<file path="src/rtl/mc_ctrl_if.sv">
// Control bundle between the main controller and the multi-cycle datapath:
// instruction fields and ALU flags in, mux selects / enables / ALU control out.
interface mc_ctrl_if;
  logic [6:0] op;
  logic [2:0] funct3;
  logic       funct7_5;
  logic       zero;
  logic       neg;
  logic       pc_write;
  logic       ir_write;
  logic       adr_src;
  logic       mem_write;
  logic       reg_write;
  logic [1:0] result_src;
  logic [1:0] alu_src_a;
  logic [1:0] alu_src_b;
  logic [2:0] alu_ctrl;
  logic [2:0] imm_sel;
  logic       illegal_op;

  modport master (
    input  op, funct3, funct7_5, zero, neg,
    output pc_write, ir_write, adr_src, mem_write, reg_write,
    output result_src, alu_src_a, alu_src_b, alu_ctrl, imm_sel, illegal_op
  );

  modport slave (
    output op, funct3, funct7_5, zero, neg,
    input  pc_write, ir_write, adr_src, mem_write, reg_write,
    input  result_src, alu_src_a, alu_src_b, alu_ctrl, imm_sel, illegal_op
  );
endinterface

</file>
<file path="src/rtl/mc_main_controller.sv">
// Multi-cycle RV32I-subset main control FSM (fetch/decode/execute/memory/writeback).
// Optional feature: MC_CTRL_ILLEGAL_TRAP_EN traps unknown opcodes into a sticky HALT state.
module mc_main_controller #(
  parameter logic [2:0] IMM_I = 3'd0,
  parameter logic [2:0] IMM_S = 3'd1,
  parameter logic [2:0] IMM_J = 3'd2,
  parameter logic [2:0] IMM_U = 3'd3,
  parameter logic [2:0] IMM_B = 3'd4
) (
  input logic       clk,
  input logic       rst_n,
  mc_ctrl_if.master bus
);

  typedef enum logic [3:0] {
    S_BOOT      = 4'd0,
    S_FETCH     = 4'd1,
    S_DECODE    = 4'd2,
    S_MEM_ADR   = 4'd3,
    S_MEM_READ  = 4'd4,
    S_MEM_WB    = 4'd5,
    S_MEM_WRITE = 4'd6,
    S_EXEC_R    = 4'd7,
    S_EXEC_I    = 4'd8,
    S_ALU_WB    = 4'd9,
    S_JAL       = 4'd10,
    S_JALR      = 4'd11,
    S_JALR_WB   = 4'd12,
    S_BRANCH    = 4'd13,
    S_LUI       = 4'd14,
    S_HALT      = 4'd15
  } state_t;

  localparam logic [6:0] OP_LOAD   = 7'b0000011;
  localparam logic [6:0] OP_STORE  = 7'b0100011;
  localparam logic [6:0] OP_RTYPE  = 7'b0110011;
  localparam logic [6:0] OP_ITYPE  = 7'b0010011;
  localparam logic [6:0] OP_JAL    = 7'b1101111;
  localparam logic [6:0] OP_JALR   = 7'b1100111;
  localparam logic [6:0] OP_BRANCH = 7'b1100011;
  localparam logic [6:0] OP_LUI    = 7'b0110111;

  localparam logic [2:0] ALU_ADD = 3'b000;
  localparam logic [2:0] ALU_SUB = 3'b001;
  localparam logic [2:0] ALU_AND = 3'b010;
  localparam logic [2:0] ALU_OR  = 3'b011;
  localparam logic [2:0] ALU_XOR = 3'b100;
  localparam logic [2:0] ALU_SLT = 3'b101;

  localparam logic [1:0] A_PC     = 2'd0;
  localparam logic [1:0] A_OLD_PC = 2'd1;
  localparam logic [1:0] A_RS1    = 2'd2;
  localparam logic [1:0] B_RS2    = 2'd0;
  localparam logic [1:0] B_IMM    = 2'd1;
  localparam logic [1:0] B_FOUR   = 2'd2;

  localparam logic [1:0] RES_ALU_OUT = 2'd0;
  localparam logic [1:0] RES_MEM     = 2'd1;
  localparam logic [1:0] RES_ALU     = 2'd2;
  localparam logic [1:0] RES_IMM     = 2'd3;

  // Only R-type may turn funct3=000 into a subtract; I-type passes allow_sub=0.
  function automatic logic [2:0] alu_decode(input logic [2:0] f3, input logic allow_sub);
    logic [2:0] ctrl;
    case (f3)
      3'b000:  ctrl = allow_sub ? ALU_SUB : ALU_ADD;
      3'b010:  ctrl = ALU_SLT;
      3'b100:  ctrl = ALU_XOR;
      3'b110:  ctrl = ALU_OR;
      3'b111:  ctrl = ALU_AND;
      default: ctrl = ALU_ADD;
    endcase
    return ctrl;
  endfunction

  function automatic logic branch_taken(input logic [2:0] f3, input logic z, input logic n);
    logic taken;
    case (f3)
      3'b000:  taken = z;
      3'b001:  taken = ~z;
      3'b100:  taken = n;
      3'b101:  taken = ~n;
      default: taken = 1'b0;
    endcase
    return taken;
  endfunction

  state_t     state_r;
  state_t     state_next_s;
  logic       pc_write_s;
  logic       ir_write_s;
  logic       adr_src_s;
  logic       mem_write_s;
  logic       reg_write_s;
  logic [1:0] result_src_s;
  logic [1:0] alu_src_a_s;
  logic [1:0] alu_src_b_s;
  logic [2:0] alu_ctrl_s;
  logic [2:0] imm_sel_s;
  logic       illegal_op_s;

  // State register; reset abandons any instruction in flight.
  always_ff @(posedge clk or negedge rst_n) begin
    if (!rst_n) begin
      state_r <= S_BOOT;
    end else begin
      state_r <= state_next_s;
    end
  end

  // Next-state and control outputs; everything idles at 0 unless the state asserts it.
  always_comb begin
    state_next_s = S_BOOT;
    pc_write_s   = 1'b0;
    ir_write_s   = 1'b0;
    adr_src_s    = 1'b0;
    mem_write_s  = 1'b0;
    reg_write_s  = 1'b0;
    result_src_s = RES_ALU_OUT;
    alu_src_a_s  = A_PC;
    alu_src_b_s  = B_RS2;
    alu_ctrl_s   = ALU_ADD;
    illegal_op_s = 1'b0;
    case (state_r)
      S_BOOT: begin
        state_next_s = S_FETCH;
      end
      S_FETCH: begin
        adr_src_s    = 1'b0;
        ir_write_s   = 1'b1;
        alu_src_a_s  = A_PC;
        alu_src_b_s  = B_FOUR;
        alu_ctrl_s   = ALU_ADD;
        result_src_s = RES_ALU;
        pc_write_s   = 1'b1;
        state_next_s = S_DECODE;
      end
      S_DECODE: begin
        // Precompute oldPC+imm so branch/jal targets sit in ALUOut.
        alu_src_a_s = A_OLD_PC;
        alu_src_b_s = B_IMM;
        alu_ctrl_s  = ALU_ADD;
        case (bus.op)
          OP_LOAD, OP_STORE: state_next_s = S_MEM_ADR;
          OP_RTYPE:          state_next_s = S_EXEC_R;
          OP_ITYPE:          state_next_s = S_EXEC_I;
          OP_JAL:            state_next_s = S_JAL;
          OP_JALR:           state_next_s = S_JALR;
          OP_BRANCH:         state_next_s = S_BRANCH;
          OP_LUI:            state_next_s = S_LUI;
`ifdef MC_CTRL_ILLEGAL_TRAP_EN
          default:           state_next_s = S_HALT;
`else
          default:           state_next_s = S_FETCH;
`endif
        endcase
      end
      S_MEM_ADR: begin
        alu_src_a_s = A_RS1;
        alu_src_b_s = B_IMM;
        alu_ctrl_s  = ALU_ADD;
        if (bus.op == OP_STORE) begin
          state_next_s = S_MEM_WRITE;
        end else begin
          state_next_s = S_MEM_READ;
        end
      end
      S_MEM_READ: begin
        adr_src_s    = 1'b1;
        state_next_s = S_MEM_WB;
      end
      S_MEM_WB: begin
        result_src_s = RES_MEM;
        reg_write_s  = 1'b1;
        state_next_s = S_FETCH;
      end
      S_MEM_WRITE: begin
        adr_src_s    = 1'b1;
        mem_write_s  = 1'b1;
        state_next_s = S_FETCH;
      end
      S_EXEC_R: begin
        alu_src_a_s  = A_RS1;
        alu_src_b_s  = B_RS2;
        alu_ctrl_s   = alu_decode(bus.funct3, bus.funct7_5);
        state_next_s = S_ALU_WB;
      end
      S_EXEC_I: begin
        alu_src_a_s  = A_RS1;
        alu_src_b_s  = B_IMM;
        alu_ctrl_s   = alu_decode(bus.funct3, 1'b0);
        state_next_s = S_ALU_WB;
      end
      S_ALU_WB: begin
        result_src_s = RES_ALU_OUT;
        reg_write_s  = 1'b1;
        state_next_s = S_FETCH;
      end
      S_JAL: begin
        // PC takes the target from ALUOut while the ALU forms the link address.
        alu_src_a_s  = A_OLD_PC;
        alu_src_b_s  = B_FOUR;
        alu_ctrl_s   = ALU_ADD;
        result_src_s = RES_ALU_OUT;
        pc_write_s   = 1'b1;
        state_next_s = S_ALU_WB;
      end
      S_JALR: begin
        alu_src_a_s  = A_RS1;
        alu_src_b_s  = B_IMM;
        alu_ctrl_s   = ALU_ADD;
        result_src_s = RES_ALU;
        pc_write_s   = 1'b1;
        state_next_s = S_JALR_WB;
      end
      S_JALR_WB: begin
        alu_src_a_s  = A_OLD_PC;
        alu_src_b_s  = B_FOUR;
        alu_ctrl_s   = ALU_ADD;
        result_src_s = RES_ALU;
        reg_write_s  = 1'b1;
        state_next_s = S_FETCH;
      end
      S_BRANCH: begin
        alu_src_a_s  = A_RS1;
        alu_src_b_s  = B_RS2;
        alu_ctrl_s   = ALU_SUB;
        result_src_s = RES_ALU_OUT;
        pc_write_s   = branch_taken(bus.funct3, bus.zero, bus.neg);
        state_next_s = S_FETCH;
      end
      S_LUI: begin
        result_src_s = RES_IMM;
        reg_write_s  = 1'b1;
        state_next_s = S_FETCH;
      end
      S_HALT: begin
`ifdef MC_CTRL_ILLEGAL_TRAP_EN
        illegal_op_s = 1'b1;
        state_next_s = S_HALT;
`else
        state_next_s = S_BOOT;
`endif
      end
      default: begin
        state_next_s = S_BOOT;
      end
    endcase
  end

  // Immediate format follows the opcode in every state.
  always_comb begin
    imm_sel_s = IMM_I;
    case (bus.op)
      OP_LOAD, OP_ITYPE, OP_JALR: imm_sel_s = IMM_I;
      OP_STORE:                   imm_sel_s = IMM_S;
      OP_JAL:                     imm_sel_s = IMM_J;
      OP_LUI:                     imm_sel_s = IMM_U;
      OP_BRANCH:                  imm_sel_s = IMM_B;
      default:                    imm_sel_s = IMM_I;
    endcase
  end

  assign bus.pc_write   = pc_write_s;
  assign bus.ir_write   = ir_write_s;
  assign bus.adr_src    = adr_src_s;
  assign bus.mem_write  = mem_write_s;
  assign bus.reg_write  = reg_write_s;
  assign bus.result_src = result_src_s;
  assign bus.alu_src_a  = alu_src_a_s;
  assign bus.alu_src_b  = alu_src_b_s;
  assign bus.alu_ctrl   = alu_ctrl_s;
  assign bus.imm_sel    = imm_sel_s;
  assign bus.illegal_op = illegal_op_s;

endmodule

</file>
<file path="src/flat_wrapper.sv">
// flat-port wrapper written by rule: the top's interface ports become plain ports
module mc_main_controller_flat 
#(
  parameter logic [2:0] IMM_I = 3'd0,
  parameter logic [2:0] IMM_S = 3'd1,
  parameter logic [2:0] IMM_J = 3'd2,
  parameter logic [2:0] IMM_U = 3'd3,
  parameter logic [2:0] IMM_B = 3'd4
)
  (clk, rst_n, bus_op, bus_funct3, bus_funct7_5, bus_zero, bus_neg, bus_pc_write, bus_ir_write, bus_adr_src, bus_mem_write, bus_reg_write, bus_result_src, bus_alu_src_a, bus_alu_src_b, bus_alu_ctrl, bus_imm_sel, bus_illegal_op);
  mc_ctrl_if bus_i ();
  input logic clk;
  input logic rst_n;
  input wire logic [$bits(bus_i.op)-1:0] bus_op;
  input wire logic [$bits(bus_i.funct3)-1:0] bus_funct3;
  input wire logic [$bits(bus_i.funct7_5)-1:0] bus_funct7_5;
  input wire logic [$bits(bus_i.zero)-1:0] bus_zero;
  input wire logic [$bits(bus_i.neg)-1:0] bus_neg;
  output wire logic [$bits(bus_i.pc_write)-1:0] bus_pc_write;
  output wire logic [$bits(bus_i.ir_write)-1:0] bus_ir_write;
  output wire logic [$bits(bus_i.adr_src)-1:0] bus_adr_src;
  output wire logic [$bits(bus_i.mem_write)-1:0] bus_mem_write;
  output wire logic [$bits(bus_i.reg_write)-1:0] bus_reg_write;
  output wire logic [$bits(bus_i.result_src)-1:0] bus_result_src;
  output wire logic [$bits(bus_i.alu_src_a)-1:0] bus_alu_src_a;
  output wire logic [$bits(bus_i.alu_src_b)-1:0] bus_alu_src_b;
  output wire logic [$bits(bus_i.alu_ctrl)-1:0] bus_alu_ctrl;
  output wire logic [$bits(bus_i.imm_sel)-1:0] bus_imm_sel;
  output wire logic [$bits(bus_i.illegal_op)-1:0] bus_illegal_op;
  assign bus_i.op = bus_op;
  assign bus_i.funct3 = bus_funct3;
  assign bus_i.funct7_5 = bus_funct7_5;
  assign bus_i.zero = bus_zero;
  assign bus_i.neg = bus_neg;
  assign bus_pc_write = bus_i.pc_write;
  assign bus_ir_write = bus_i.ir_write;
  assign bus_adr_src = bus_i.adr_src;
  assign bus_mem_write = bus_i.mem_write;
  assign bus_reg_write = bus_i.reg_write;
  assign bus_result_src = bus_i.result_src;
  assign bus_alu_src_a = bus_i.alu_src_a;
  assign bus_alu_src_b = bus_i.alu_src_b;
  assign bus_alu_ctrl = bus_i.alu_ctrl;
  assign bus_imm_sel = bus_i.imm_sel;
  assign bus_illegal_op = bus_i.illegal_op;
  mc_main_controller #(.IMM_I(IMM_I), .IMM_S(IMM_S), .IMM_J(IMM_J), .IMM_U(IMM_U), .IMM_B(IMM_B)) u_core (.clk(clk), .rst_n(rst_n), .bus(bus_i));
endmodule
</file>
<file path="config.mk">
export PLATFORM = sky130hd
export DESIGN_NAME = mc_main_controller_flat
export DESIGN_NICKNAME = d
export VERILOG_FILES = /design/src/rtl/mc_ctrl_if.sv /design/src/rtl/mc_main_controller.sv /design/src/flat_wrapper.sv
export SDC_FILE = /design/constraint.sdc
export NUM_CORES = 1
export LEC_CHECK = 0
export BUFFER_PORTS_ARGS = -buffer_cell sky130_fd_sc_hd__buf_2
export CORE_MARGIN = 1
export CORE_UTILIZATION = 46
export DETAILED_ROUTE_END_ITERATION = 6
export GPL_TIMING_DRIVEN = 0
export PLACE_DENSITY_LB_ADDON = 0.25
export SLEW_MARGIN = 20
export SYNTH_ARGS = -nofsm -noshare
export SYNTH_HDL_FRONTEND = slang
export SYNTH_SLANG_ARGS = --single-unit
</file>
<file path="constraint.sdc">
create_clock -name clk -period 2 [get_ports clk]
set_clock_uncertainty 0.2 [all_clocks]
set_input_delay 0.4 -clock clk [delete_from_list [all_inputs] [get_ports clk]]
set_output_delay 0.4 -clock clk [all_outputs]
set_load 0.01 [all_outputs]
</file>
# ---- Yosys cells after proc, flatten, opt, wreduce, memory -nomap -nowiden
# Cells that the tools add are included.
dict set report classes {
  n_bitwise 2
  eq_ne 29
  muxes 17
  n_reduce_logical 13
}
# op count
set op_table {}
lappend op_table {{4-bit == test, second input constant} 8}
lappend op_table {{4-bit case mux with 8 select lines} 1}
lappend op_table {{4-bit case mux with 7 select lines} 1}
lappend op_table {{3-bit case mux with 4 select lines} 2}
lappend op_table {{7-bit by 6-bit == test with 1-bit output, second input constant} 3}
lappend op_table {{7-bit == test, second input constant} 3}
lappend op_table {{4-bit by 3-bit == test with 1-bit output, second input constant} 4}
lappend op_table {{3-bit case mux with 5 select lines} 1}
lappend op_table {{3-bit OR reduction} 5}
lappend op_table {{3-bit == test, second input constant} 4}
lappend op_table {{3-bit case mux with 3 select lines} 1}
lappend op_table {{4-bit by 2-bit == test with 1-bit output, second input constant} 2}
lappend op_table {{2-bit case mux with 2 select lines} 2}
lappend op_table {{4-bit OR reduction} 2}
lappend op_table {{7-bit by 2-bit == test with 1-bit output, second input constant} 1}
lappend op_table {{7-bit by 5-bit == test with 1-bit output, second input constant} 1}
lappend op_table {{7-bit OR reduction} 1}
lappend op_table {{2-bit case mux with 3 select lines} 1}
lappend op_table {{1-bit 2-to-1 mux} 5}
lappend op_table {{5-bit OR reduction} 1}
lappend op_table {{4-bit by 1-bit == test with 1-bit output, second input constant} 1}
lappend op_table {{4-bit logical NOT} 1}
lappend op_table {{1-bit case mux with 4 select lines} 1}
lappend op_table {{2-bit OR reduction} 2}
lappend op_table {{6 further kinds} 7}
dict set report word_totals {
  regBits 4
  output_inout_bits 18
  elab_cells 62
  input_bits 15
}

# ---- Longest topological paths before layout
dict set report depth {
  depth_word 4
  depth_mapped 5
  ltp_nobuf 4
}

# ---- Worst setup path after synthesis
# Ideal clock, no wire load.
dict set report synth_timing {
  path_type {register to output}
  start {register u_core.state_r[2]}
  end {output port bus_alu_ctrl[2]}
  arrival_ns 1.179
  t_required_ns 1.400
  setup_slack_ns 0.221
  path_stages_with_launch 4
  n_path_buf 0
  path_cell_list {dfrtp_1 > nand2b_1 > o31a_1 > nor3_1}
}
dict set report synth_via {
  elab_chain_cells 2
  word_cells_on_any_way 4
  cone_classes {eq/ne: 3; mux: 1}
}
# element line
set synth_lines {}
lappend synth_lines {{start: declaration} mc_main_controller.sv:88} ;# state_t state_r;
lappend synth_lines {{start signal: assignment} mc_main_controller.sv:107} ;# state_r <= state_next_s;
lappend synth_lines {{4-bit == test or 4-bit by 3-bit == test with 1-bit output (tied branches)} mc_main_controller.sv:124} ;# case (state_r)
lappend synth_lines {{3-bit case mux with 3 select lines (*)} mc_main_controller.sv:124}
lappend synth_lines {{end: declaration} flat_wrapper.sv:27} ;# output wire logic [$bits(bus_i.alu_ctrl)-1:0] bus_alu_ctrl;
# Every way passes the cells marked *; elsewhere a longest branch is shown, timed or not.

# ---- Worst setup path in the final report
dict set report layout_timing {
  start {register u_core.state_r[3]}
  end {output port bus_alu_src_a[1]}
}
dict set report layout_via {
  elab_chain_cells 3
  word_cells_on_any_way 11
  cone_classes {eq/ne: 8; mux: 1; reduce/logical: 2}
}
# element line
set layout_lines {}
lappend layout_lines {{4-bit == test, or another cell as far along} mc_main_controller.sv:124}
lappend layout_lines {{5-bit OR reduction (no line) or 3-bit OR reduction (tied branches)} n/a}
lappend layout_lines {{2-bit case mux with 2 select lines (*)} mc_main_controller.sv:124}
lappend layout_lines {{end: declaration} flat_wrapper.sv:25} ;# output wire logic [$bits(bus_i.alu_src_a)-1:0] bus_alu_src_a;
# Marks and branches as above.

==> key figures <==
Logic synthesis
  • Ys flop type: dfrtp_1
  • Warnings from Yosys: 0
  • Flops & latches, synth: 4
  • EDFF count, synth: 0
  • Mapped Nets: 120
  • Sequential-to-total area share from yosys stat: between 10% and 20%
  • Synth Area per Inst: 6.792 µm²
  • Mapped Cells: 105
  • Post-synthesis async set-or-reset flop share: 100.0%
  • Synth Cell Area: a little over 700 µm²
  • Yosys cell types: 41

Timing
  • Final worst path period share: 103.4%
  • Final Hold Vio Count: 0
  • RSZ-0062 raised after global routing: true
  • Fin worst setup slack: -0.06760 ns
  • Fmax: approximately 480 MHz
  • Max Slew Vio Count: 0
  • Final setup vio count: 6
  • Minimum clock period: 2.068 ns

Floorplanning
  • Core ar.: around 1400 µm²
  • Die area: roughly 1700 µm²
  • Die height: around 41 µm
  • Row count: 13
  • # IOs: 33
  • DIE WIDTH: 41.38 µm
  • Starting Density: between 50% and 60%

Routing
  • Remaining antenna violation count after routing: 0
  • Routed length per placed instance: 13.81 µm
  • Final wirelength: about 2.3 mm
  • Drt first pass iters: 4
  • Vias/cell: a little under 6
  • Iter 0 DRT Violations: 33
  • Remaining DRCs: 0
  • Via Count: slightly below 1000

Placement
  • Placed cell area: approximately 880 µm²
  • Final GP Congestion: between 0.8 and 0.9
  • Final HPWL DP: about 1.4 mm
  • Dpl cells: 150
  • IO buf count: 30

Cells and area
  • Post-Route Utilization: 80.86%
  • # diodes: 0
  • Layout cell share with drive strength beyond 1: a little under half
  • Largest Register: u_core.state_r
  • Largest registers: u_core.state_r (4)
  • Largest register FFs: 4
  • Most common cell after layout, fill and taps aside: buf_2
  • Commonest cells after routing, fill and taps aside: buf_2, buf_4, nor2_1
  • Post-Layout Cell Count: between 150 and 200
  • Final instance area: 1105 µm²
  • Area grow syn2layout: 54.91%
  • Final nets: about 170

Pwr
  • VDD IR max: about 0.47 mV
  • Power Density: ~1100 nW/µm²
  • P_leak: between 0.0005 and 0.0006 µW

Clocking
  • CTS Sinks: 4
  • CTS tree: yes
  • Root Driver: clkbuf_4
  • Clock Latency Late Sink: roughly 0.24 ns
  • CTS clk-pin slew, worst paths: 0.04 ns
  • Num CTS Buffers: 3
  • Worst-case clock buffer depth: 2
  • H-tree levels: 1

GRT
  • Grt ovf: 0
  • Pin count of the biggest net entering global routing: 11
  • All-Layer GR Usage: 26.41%
  • Vias in the first global route: 685
  • Antenna violations before repair: 0
  • First-pass GRT wire length: 2.932 mm

Run status
  • Run status: finished, violations left
  • Failing checks: negative setup slack

Worst hold path
  • Worst hold path type: primary input to async pin

Setup path
  • Critical-path maximum fanout: 5
  • FF-to-FF setup slack: around 0.5 ns
  • CP Capture Type: primary output
  • Worst setup SP type: flip-flop
  • Reg2Reg Launch Point: u_core.state_r[3]
  • FF-to-FF path depth: 6
  • R2R Path End: u_core.state_r[2]
  • Worst Setup Path Type: flip-flop to primary output
  • Req. time, crit path: between 1 and 1.5 ns
  • Worst EP arrival: 1.47 ns

Run
  • Max Cap Violations: 0
## cells in the mapped netlist, drive strengths merged, types with 2 or more instances
cell | n | area [µm²]
o21ai | 6 | 30.02
nor2 | 16 | 67.56
nand3 | 2 | 10.01
nand2 | 11 | 41.29
nand2b | 5 | 31.28
buf | 8 | 57.55
inv | 4 | 15.01
a31oi | 3 | 18.77
nor3 | 5 | 25.02
o22ai | 2 | 12.51
nor2b | 2 | 12.51
o31a | 2 | 17.52
nand4b | 3 | 32.53
xnor2 | 3 | 26.28
o31ai | 2 | 15.01
a21oi | 8 | 40.04
dfrtp | 4 | 100.1
## worst max path at each step
stage	from	endpoint	slack (ns)	depth (start not counted)
after global placement	bus_op[6]	bus_imm_sel[1]	0.07	7
after global routing	u_core.state_r[0]	bus_alu_ctrl[0]	-0.13	5
final	u_core.state_r[3]	bus_alu_src_a[1]	-0.07	6
after detailed placement	u_core.state_r[2]	bus_alu_src_b[1]	0.05	6
after floorplan	u_core.state_r[2]	bus_alu_ctrl[2]	0.22	3
after CTS	u_core.state_r[3]	bus_alu_ctrl[2]	0.01	5
## cells by family (layout without fill, tap and decap cells)
| group | after synthesis | count (layout) | synth area share (%) |
|---|---|---|---|
| DFF | 4 | 4 | 14.04 |
| xor gates and xnor gates | 4 | 4 | 4.913 |
| and+or+nand+nor | 51 | 51 | 39.12 |
| buffers and inverters | 13 | 60 | 10.88 |
| AOI/OAI and AO/OA | 31 | 31 | 29.12 |
| muxes | 1 | 1 | 1.404 |
| other | 1 | 1 | 0.5258 |
## repair_timing
item,in CTS,in global routing
setup endpoints to repair,8,10
hold buffers,1,0
buffers inserted,6,6
gates cloned,1,1
pin swaps,4,4
resized for setup,15,9
hold endpoints to repair,4,0
## stage by stage
stage	power (µW)	hold WS (ns)	TNS [ns]	setup slack (ns)
2_1_floorplan	652.1	-0.09559	0	0.2208
3_3_place_gp	854.5	0.004826	0	0.07265
3_5_place_dp	868.7	0.007182	0	0.05481
4_1_cts	1128	0.2894	0	0.01012
5_1_grt	1322	0.3287	-0.4847	-0.1262
6_report	1234	0.2940	-0.1602	-0.06760
## worst max-delay path, cell delays in order (launching register included)
cell	delay, ns
dfrtp_1	0.41
buf_4	0.15
clkbuf_4	0.15
a21oi_1	0.15
o21ai_1	0.10
o31ai_1	0.09
buf_2	0.18
## power breakdown
part           switching (µW)  internal [µW]  total, µW
Combinational             527            449        975
Clock                    34.7           67.2        102
Sequential               41.6            115        157
Total                     603            631       1230
## routing by layer
metal | GRT usage, % | vias to the layer above | part of all wire [%]
li1 | - | 469 | -
met1 | 35.78 | 427 | 44
met2 | 40.23 | 73 | 45
met3 | 2.128 | 8 | 8.3
met4 | 16.13 | 0 | 2.0
met5 | 0 | - | 0
## layout make-up
cell class	instances	area [µm²]
Inverter	4	15.01
Buffer	8	85.08
Clock buffer	3	22.52
Fill cell	99	261.5
Timing Repair Buffer	45	271.5
Tap cell	15	18.77
Sequential cell	4	100.1
Multi-Input combinational cell	88	591.8
Power figures use the tool's default switching activity.
